[src/rtl/alu_md_pkg.sv]
// Shared opcodes and FSM encoding for the alu_md execute unit.
package alu_md_pkg;

    localparam int unsigned OP_W = 5;

    localparam logic [OP_W-1:0] OP_SHL   = 5'd0;
    localparam logic [OP_W-1:0] OP_SHR   = 5'd1;
    localparam logic [OP_W-1:0] OP_SAR   = 5'd2;
    localparam logic [OP_W-1:0] OP_ADD   = 5'd3;
    localparam logic [OP_W-1:0] OP_SUB   = 5'd4;
    localparam logic [OP_W-1:0] OP_AND   = 5'd5;
    localparam logic [OP_W-1:0] OP_OR    = 5'd6;
    localparam logic [OP_W-1:0] OP_XOR   = 5'd7;
    localparam logic [OP_W-1:0] OP_NOR   = 5'd8;
    localparam logic [OP_W-1:0] OP_SLT   = 5'd9;
    localparam logic [OP_W-1:0] OP_SLTU  = 5'd10;
    localparam logic [OP_W-1:0] OP_MULT  = 5'd11;
    localparam logic [OP_W-1:0] OP_MULTU = 5'd12;
    localparam logic [OP_W-1:0] OP_DIV   = 5'd13;
    localparam logic [OP_W-1:0] OP_DIVU  = 5'd14;
    localparam logic [OP_W-1:0] OP_MFHI  = 5'd15;
    localparam logic [OP_W-1:0] OP_MFLO  = 5'd16;
    localparam logic [OP_W-1:0] OP_MTHI  = 5'd17;
    localparam logic [OP_W-1:0] OP_MTLO  = 5'd18;

    typedef enum logic [1:0] {
        ST_IDLE = 2'd0,
        ST_RUN  = 2'd1,
        ST_DONE = 2'd2
    } state_t;

    function automatic logic is_md_op(input logic [OP_W-1:0] op);
        return (op >= OP_MULT) && (op <= OP_DIVU);
    endfunction

endpackage

[src/rtl/alu_md_iter.sv]
// Iterative multiply (shift-add) / divide (restoring) on operand magnitudes,
// with sign correction applied to the final step's values.
module alu_md_iter #(
    parameter int unsigned WIDTH = 32
) (
    input  logic             clk_i,
    input  logic             rst_i,
    input  logic             start,
    input  logic             is_signed,
    input  logic             is_div,
    input  logic [WIDTH-1:0] srca,
    input  logic [WIDTH-1:0] srcb,
    output logic             done_c,
    output logic [WIDTH-1:0] hi_c,
    output logic [WIDTH-1:0] lo_c
);

    localparam int unsigned CW = $clog2(WIDTH);

    logic             running;
    logic             div_mode;
    logic             neg_main;
    logic             neg_rem;
    logic [CW-1:0]    cnt;
    logic [WIDTH-1:0] acc;
    logic [WIDTH-1:0] qr;
    logic [WIDTH-1:0] mag;

    logic             a_neg;
    logic             b_neg;
    logic [WIDTH-1:0] a_abs;
    logic [WIDTH-1:0] b_abs;

    logic [WIDTH:0]     mul_sum;
    logic [WIDTH:0]     div_sh;
    logic [WIDTH:0]     div_diff;
    logic [WIDTH-1:0]   acc_n;
    logic [WIDTH-1:0]   qr_n;
    logic [2*WIDTH-1:0] prod;
    logic [2*WIDTH-1:0] prod_fix;

    always_comb begin
        a_neg = is_signed & srca[WIDTH-1];
        b_neg = is_signed & srcb[WIDTH-1];
        a_abs = a_neg ? (-srca) : srca;
        b_abs = b_neg ? (-srcb) : srcb;
    end

    // One step: acc is the running HI / partial remainder, qr the multiplier / quotient.
    always_comb begin
        mul_sum  = {1'b0, acc} + (qr[0] ? {1'b0, mag} : '0);
        div_sh   = {acc, qr[WIDTH-1]};
        div_diff = div_sh - {1'b0, mag};
        if (div_mode) begin
            acc_n = div_diff[WIDTH] ? div_sh[WIDTH-1:0] : div_diff[WIDTH-1:0];
            qr_n  = {qr[WIDTH-2:0], ~div_diff[WIDTH]};
        end else begin
            acc_n = mul_sum[WIDTH:1];
            qr_n  = {mul_sum[0], qr[WIDTH-1:1]};
        end
        prod     = {acc_n, qr_n};
        prod_fix = neg_main ? (-prod) : prod;
        done_c   = running & (cnt == '0);
        if (div_mode) begin
            hi_c = neg_rem  ? (-acc_n) : acc_n;
            lo_c = neg_main ? (-qr_n)  : qr_n;
        end else begin
            hi_c = prod_fix[2*WIDTH-1:WIDTH];
            lo_c = prod_fix[WIDTH-1:0];
        end
    end

    always_ff @(posedge clk_i or posedge rst_i) begin
        if (rst_i) begin
            running  <= 1'b0;
            div_mode <= 1'b0;
            neg_main <= 1'b0;
            neg_rem  <= 1'b0;
            cnt      <= '0;
            acc      <= '0;
            qr       <= '0;
            mag      <= '0;
        end else if (start) begin
            running  <= 1'b1;
            div_mode <= is_div;
            neg_main <= a_neg ^ b_neg;
            neg_rem  <= a_neg;
            cnt      <= CW'(WIDTH - 1);
            acc      <= '0;
            qr       <= a_abs;
            mag      <= b_abs;
        end else if (running) begin
            acc <= acc_n;
            qr  <= qr_n;
            if (cnt == '0) begin
                running <= 1'b0;
            end else begin
                cnt <= cnt - 1'b1;
            end
        end
    end

endmodule

[src/rtl/alu_md.sv]
// Registered ALU with iterative multiply/divide into HI/LO and a valid/ready handshake.
// Optional signed-overflow output for add/sub when ALU_MD_OVF_EN is defined.
module alu_md
    import alu_md_pkg::*;
#(
    parameter int unsigned WIDTH = 32,
    parameter int unsigned SHW   = $clog2(WIDTH)
) (
    input  logic             clk_i,
    input  logic             rst_i,
    input  logic             valid_i,
    input  logic [4:0]       aluop_i,
    input  logic [WIDTH-1:0] srca_i,
    input  logic [WIDTH-1:0] srcb_i,
    output logic             ready_o,
    output logic             busy_o,
    output logic             result_valid_o,
    output logic [WIDTH-1:0] alu_result_o,
    output logic             zero_o,
    output logic [WIDTH-1:0] hi_o,
    output logic [WIDTH-1:0] lo_o
`ifdef ALU_MD_OVF_EN
    ,
    output logic             overflow_o
`endif
);

    state_t state;

    logic             accept;
    logic             md_op;
    logic             div_op;
    logic             div0;
    logic             it_start;
    logic             it_signed;
    logic             it_done_c;
    logic [WIDTH-1:0] it_hi_c;
    logic [WIDTH-1:0] it_lo_c;

    logic [SHW-1:0]   shamt;
    logic [WIDTH-1:0] add_res;
    logic [WIDTH-1:0] sub_res;
    logic [WIDTH-1:0] simple_res;
    logic             simple_def;
    logic             simple_zero;

    always_comb begin
        accept    = (state == ST_IDLE) & valid_i;
        md_op     = is_md_op(aluop_i);
        div_op    = (aluop_i == OP_DIV) | (aluop_i == OP_DIVU);
        div0      = div_op & (srcb_i == '0);
        it_start  = accept & md_op & ~div0;
        it_signed = (aluop_i == OP_MULT) | (aluop_i == OP_DIV);
    end

    // Single-cycle ops; undefined opcodes yield 0 with zero_o held low.
    always_comb begin
        shamt      = srca_i[SHW-1:0];
        add_res    = srca_i + srcb_i;
        sub_res    = srca_i - srcb_i;
        simple_res = '0;
        simple_def = 1'b1;
        case (aluop_i)
            OP_SHL:  simple_res = srcb_i << shamt;
            OP_SHR:  simple_res = srcb_i >> shamt;
            OP_SAR:  simple_res = WIDTH'($signed(srcb_i) >>> shamt);
            OP_ADD:  simple_res = add_res;
            OP_SUB:  simple_res = sub_res;
            OP_AND:  simple_res = srca_i & srcb_i;
            OP_OR:   simple_res = srca_i | srcb_i;
            OP_XOR:  simple_res = srca_i ^ srcb_i;
            OP_NOR:  simple_res = ~(srca_i | srcb_i);
            OP_SLT:  simple_res = WIDTH'($signed(srca_i) < $signed(srcb_i));
            OP_SLTU: simple_res = WIDTH'(srca_i < srcb_i);
            OP_MFHI: simple_res = hi_o;
            OP_MFLO: simple_res = lo_o;
            default: simple_def = 1'b0;
        endcase
        simple_zero = simple_def & (simple_res == '0);
    end

    alu_md_iter #(.WIDTH(WIDTH)) u_iter (
        .clk_i     (clk_i),
        .rst_i     (rst_i),
        .start     (it_start),
        .is_signed (it_signed),
        .is_div    (div_op),
        .srca      (srca_i),
        .srcb      (srcb_i),
        .done_c    (it_done_c),
        .hi_c      (it_hi_c),
        .lo_c      (it_lo_c)
    );

    always_ff @(posedge clk_i or posedge rst_i) begin
        if (rst_i) begin
            state          <= ST_IDLE;
            ready_o        <= 1'b1;
            busy_o         <= 1'b0;
            result_valid_o <= 1'b0;
            alu_result_o   <= '0;
            zero_o         <= 1'b0;
            hi_o           <= '0;
            lo_o           <= '0;
        end else begin
            result_valid_o <= 1'b0;
            unique case (state)
                ST_IDLE: begin
                    if (valid_i) begin
                        if (md_op && div0) begin
                            hi_o           <= srca_i;
                            lo_o           <= '1;
                            alu_result_o   <= '1;
                            zero_o         <= 1'b0;
                            result_valid_o <= 1'b1;
                            ready_o        <= 1'b0;
                            state          <= ST_DONE;
                        end else if (md_op) begin
                            ready_o <= 1'b0;
                            busy_o  <= 1'b1;
                            state   <= ST_RUN;
                        end else if (aluop_i == OP_MTHI || aluop_i == OP_MTLO) begin
                            if (aluop_i == OP_MTHI) begin
                                hi_o <= srca_i;
                            end else begin
                                lo_o <= srca_i;
                            end
                            alu_result_o   <= srca_i;
                            zero_o         <= (srca_i == '0);
                            result_valid_o <= 1'b1;
                        end else begin
                            alu_result_o   <= simple_res;
                            zero_o         <= simple_zero;
                            result_valid_o <= 1'b1;
                        end
                    end
                end
                ST_RUN: begin
                    if (it_done_c) begin
                        hi_o           <= it_hi_c;
                        lo_o           <= it_lo_c;
                        alu_result_o   <= it_lo_c;
                        zero_o         <= (it_lo_c == '0);
                        result_valid_o <= 1'b1;
                        busy_o         <= 1'b0;
                        state          <= ST_DONE;
                    end
                end
                ST_DONE: begin
                    ready_o <= 1'b1;
                    state   <= ST_IDLE;
                end
                default: begin
                    ready_o <= 1'b1;
                    busy_o  <= 1'b0;
                    state   <= ST_IDLE;
                end
            endcase
        end
    end

`ifdef ALU_MD_OVF_EN
    logic add_ovf;
    logic sub_ovf;
    logic ovf_c;
    logic res_wr;

    // Overflow is updated whenever alu_result_o is written, so it always describes that result.
    always_comb begin
        add_ovf = (srca_i[WIDTH-1] == srcb_i[WIDTH-1]) & (add_res[WIDTH-1] != srca_i[WIDTH-1]);
        sub_ovf = (srca_i[WIDTH-1] != srcb_i[WIDTH-1]) & (sub_res[WIDTH-1] != srca_i[WIDTH-1]);
        ovf_c   = accept & (((aluop_i == OP_ADD) & add_ovf) | ((aluop_i == OP_SUB) & sub_ovf));
        res_wr  = (accept & ~it_start) | ((state == ST_RUN) & it_done_c);
    end

    always_ff @(posedge clk_i or posedge rst_i) begin
        if (rst_i) begin
            overflow_o <= 1'b0;
        end else if (res_wr) begin
            overflow_o <= ovf_c;
        end
    end
`endif

endmodule

[config.mk]
export PLATFORM = sky130hd
export DESIGN_NAME = alu_md
export DESIGN_NICKNAME = d
export VERILOG_FILES = /design/src/rtl/alu_md_pkg.sv /design/src/rtl/alu_md_iter.sv /design/src/rtl/alu_md.sv
export SDC_FILE = /design/constraint.sdc
export NUM_CORES = 2
export LEC_CHECK = 0
export ABC_AREA = 1
export CORE_ASPECT_RATIO = 1.1
export CORE_MARGIN = 1
export CORE_UTILIZATION = 50
export DETAILED_ROUTE_END_ITERATION = 6
export PLACE_DENSITY = 0.67
export SLEW_MARGIN = 20
export SYNTH_ARGS = -nofsm -noshare
export SYNTH_HDL_FRONTEND = slang
export SYNTH_SLANG_ARGS = --single-unit
[constraint.sdc]
create_clock -name clk_i -period 5.73 [get_ports clk_i]
set_input_delay 0.573 -clock clk_i [delete_from_list [all_inputs] [get_ports clk_i]]
set_output_delay 0.573 -clock clk_i [all_outputs]
set_load 0.02 [all_outputs]
==> impl_metrics.yaml <==
status:
  status: "complete, but fails checks"
  violations: "DRC"
run:
  maxCapViolCount: 0
finish:
  nFillCells: 5921
  drive_gt1_frac: 0.0594
  nets: 5598
  fin_cells: 6112
  synthToLayoutAreaGrowth_pct: 13.0
  layout_commonest_cell: "nand2_1"
  final_area_mm2: 0.0330
  layout_common_cells: "nand2_1 (1599), inv_1 (628), nor2_1 (607)"
synthesis:
  syn_nets: 5450
  ys.flop_type: "dfrtp_1"
  syn_area_mm2: 0.0292
  ys_warn_count: 0
  synthCells: 5191
  synth-seq-cells: 207
  synth_edf_count: 0
  ys_seq_area_frac: 0.177
  synth_area_per_cell_um2: 5.63
  async_flop_share: 1.00
  synth_cell_types: 69
global_routing:
  antenna_found_initial: 8
  grtUsageMet1: 0.631
  grt_start_max_net_pins: 164
  grt_pass1_vias: 36100
  grt_usage: 0.564
  grt_overflow_total: 0
  grt_util_met2: 0.817
  met3_usage: 0.181
  grt_pass1_wl_um: 244000
  grt.busiest_layer: "met2"
routing:
  antenna_left: 0
  drt_iter0_drc: 6346
  num_vias: 39000
  wl_um: 172000
  vias_per_cell: 6.38
  wl_per_cell_um: 28.1
  first_pass_iters: 7
  post-route-drc-count: 20
pwr:
  power_density_mw_per_mm2: 611
  finalPower_mw: 20.2
  ir_drop_v: 0.000385
  leakagePower_nw: 16.7
clock_tree:
  clock_latency_ns: 0.57
  root_buffer: "clkbuf_16"
  cts_sinks: 207
  htree_levels: 1
  path_clk_slew_ns: 0.07
  cts_resized: 0
  clock_path_buffers: 3
  cts_hold_buffers: 0
  cts_buffers: 23
  cts_setup_buffers: 0
  cts_tree: "built"
setup_path:
  r2r-end: "zero_o"
  crit_required_ns: 6.25
  arrival_ns: 6.02
  startpoint_type: "register"
  r2r-start: "u_iter.qr[31]"
  crit_top_cell: "nand3_1"
  cp_slowest_cell: "fa_1"
  crit_type: "register to register"
  cp_max_fo: 7
  setup.worst_path.end_class: "register"
  cp_slowest_stage_delay_ns: 0.48
  worst-r2r-cell-count: 36
  critPathTopFamily: "simple AND/OR/NAND/NOR gates"
  reg2reg_slack_ns: 0.23
  critical_path_buf_inv_count: 5
  cp_num_cells: 36
die:
  dieArea_mm2: 0.0595
  initial_core_util: 0.508
  io_pins: 172
  die-height_um: 256
  chipWidth_um: 233
  num_rows: 92
  design.core.area_mm2: 0.0576
sta:
  rsz0062_at_grt: "no"
  skew_ns: 0.0374
  timing.setup.tns_ns: 0
  setup_violations: 0
  report.final.slew_viol_count: 0
  fin_crit_ns: 5.50
  maxSlewHeadroom: 0.247
  tightest_slew_ns: 1.13
  period_share: 0.959
  fmax_ghz: 0.182
  hold_violations: 0
min_path:
  hold-path-endpoint: "ready_o"
  min_path_cells: 2
  min_from: "ready_o"
  hp-class: "register to register"
placement:
  numPlacedInstances: 6066
  numPortBuffers: 171
  dpl_cell_area_mm2: 0.0323
  place.gp.congestion: 1.20
  post-dp-hpwl_um: 136000
==> final cells by class <==
| type | count | area (um^2) | area share |
|---|---|---|---|
| Multi-Input combinational cell | 4127 | 20800 | 0.629 |
| Sequential cell | 207 | 5180 | 0.157 |
| Timing Repair Buffer | 328 | 2910 | 0.0880 |
| Inverter | 652 | 2460 | 0.0743 |
| Tap cell | 752 | 941 | 0.0285 |
| Clock buffer | 26 | 597 | 0.0181 |
| Clock inverter | 16 | 159 | 0.00481 |
| Antenna cell | 4 | 10.0 | 0.000303 |
==> Yosys cell counts, types with 4 or more instances <==
cell | n | area [um^2]
buf_1 | 22 | 82.6
and2_1 | 6 | 37.5
nor3_1 | 93 | 465
a32oi_1 | 10 | 87.6
a21o_1 | 12 | 90.1
a21oi_1 | 267 | 1340
fa_1 | 4 | 80.1
o21a_1 | 15 | 113
nor2_2 | 19 | 119
nor2_1 | 614 | 2300
o211ai_1 | 39 | 293
dfrtp_1 | 206 | 5150
o221ai_1 | 27 | 236
a22oi_1 | 10 | 75.1
buf_2 | 34 | 170
nand3_1 | 380 | 1900
buf_6 | 6 | 67.6
nor4_1 | 11 | 68.8
ha_1 | 183 | 2290
clkbuf_1 | 138 | 518
xnor2_1 | 18 | 158
inv_2 | 15 | 56.3
buf_4 | 5 | 37.5
o21ai_1 | 14 | 70.1
inv_1 | 630 | 2360
xor2_1 | 75 | 657
nand3_2 | 10 | 100
o2111ai_1 | 13 | 114
nand2_2 | 20 | 125
or2_2 | 22 | 138
o21bai_1 | 17 | 128
nand4_1 | 80 | 500
a31oi_1 | 55 | 344
nand2_1 | 1599 | 6000
o21ai_0 | 412 | 2060
nand3b_1 | 15 | 113
a221oi_1 | 7 | 61.3
o22ai_1 | 30 | 188
a21boi_0 | 4 | 30.0
mux2i_1 | 8 | 80.1
clkinv_1 | 6 | 22.5
==> registers in the layout, indices dropped and copies added (netlist names), 2 cells and up <==
signal	count
state	2
lo_o	32
u_iter.cnt	5
hi_o	32
alu_result_o	32
u_iter.qr	32
u_iter.mag	32
u_iter.acc	32
==> report_power, final <==
| part | total [mW] | switching, mW | internal (mW) |
|---|---|---|---|
| sequential | 3.32 | 1.15 | 2.17 |
| combinational | 15.3 | 11.0 | 4.33 |
| clock | 1.59 | 0.736 | 0.852 |
| total | 20.2 | 12.8 | 7.35 |
==> metrics by stage <==
step / utilization / setup slack [ns] / hold WS (ns)
after floorplan: - / 1.78 / 0.464
after CTS: 0.574 / 0.309 / 0.478
after global routing: 0.574 / 0.0190 / 0.507
final: 0.574 / 0.233 / 0.482
after global placement: 0.561 / 0.288 / 0.463
after detailed placement: 0.561 / 0.302 / 0.469
==> worst register-to-register path: cells and delay by family, from the launching register on <==
kind | cells | cell delay, ns
flip-flops | 1 | 0.37
adder cells (fa/ha/maj) | 3 | 0.87
buffers and inverters | 5 | 0.57
AND/OR/NAND/NOR | 28 | 3.66
==> cell families (layout without fill, tap and decap cells) <==
family,count (synthesis),after routing,share of synthesized area
and+or+nand+nor,2888,2888,0.413
xor gates and xnor gates,93,93,0.0279
DFF,207,207,0.177
muxes,8,8,0.00274
AOI/OAI and AO/OA,951,951,0.185
adders and majority gates,187,187,0.0810
buffers and inverters,857,1022,0.114
other,0,4,0
==> routing by layer <==
metal,part of all wire,vias to the layer above
met4,0.13,12
met3,0.14,995
met2,0.40,3263
met1,0.33,17600
met5,0.00051,-
li1,-,17200
==> how the worst max path moves through the flow <==
stage	slack, ns	end	startpoint
3_5_place_dp	0.30	zero_o	u_iter.qr[31]
6_report	0.23	zero_o	u_iter.qr[31]
4_1_cts	0.31	zero_o	u_iter.qr[31]
3_3_place_gp	0.29	zero_o	u_iter.qr[31]
5_1_grt	0.02	zero_o	u_iter.qr[31]
2_1_floorplan	1.78	hi_o[24]	u_iter.qr[31]
(Power assumes the default switching activity.)
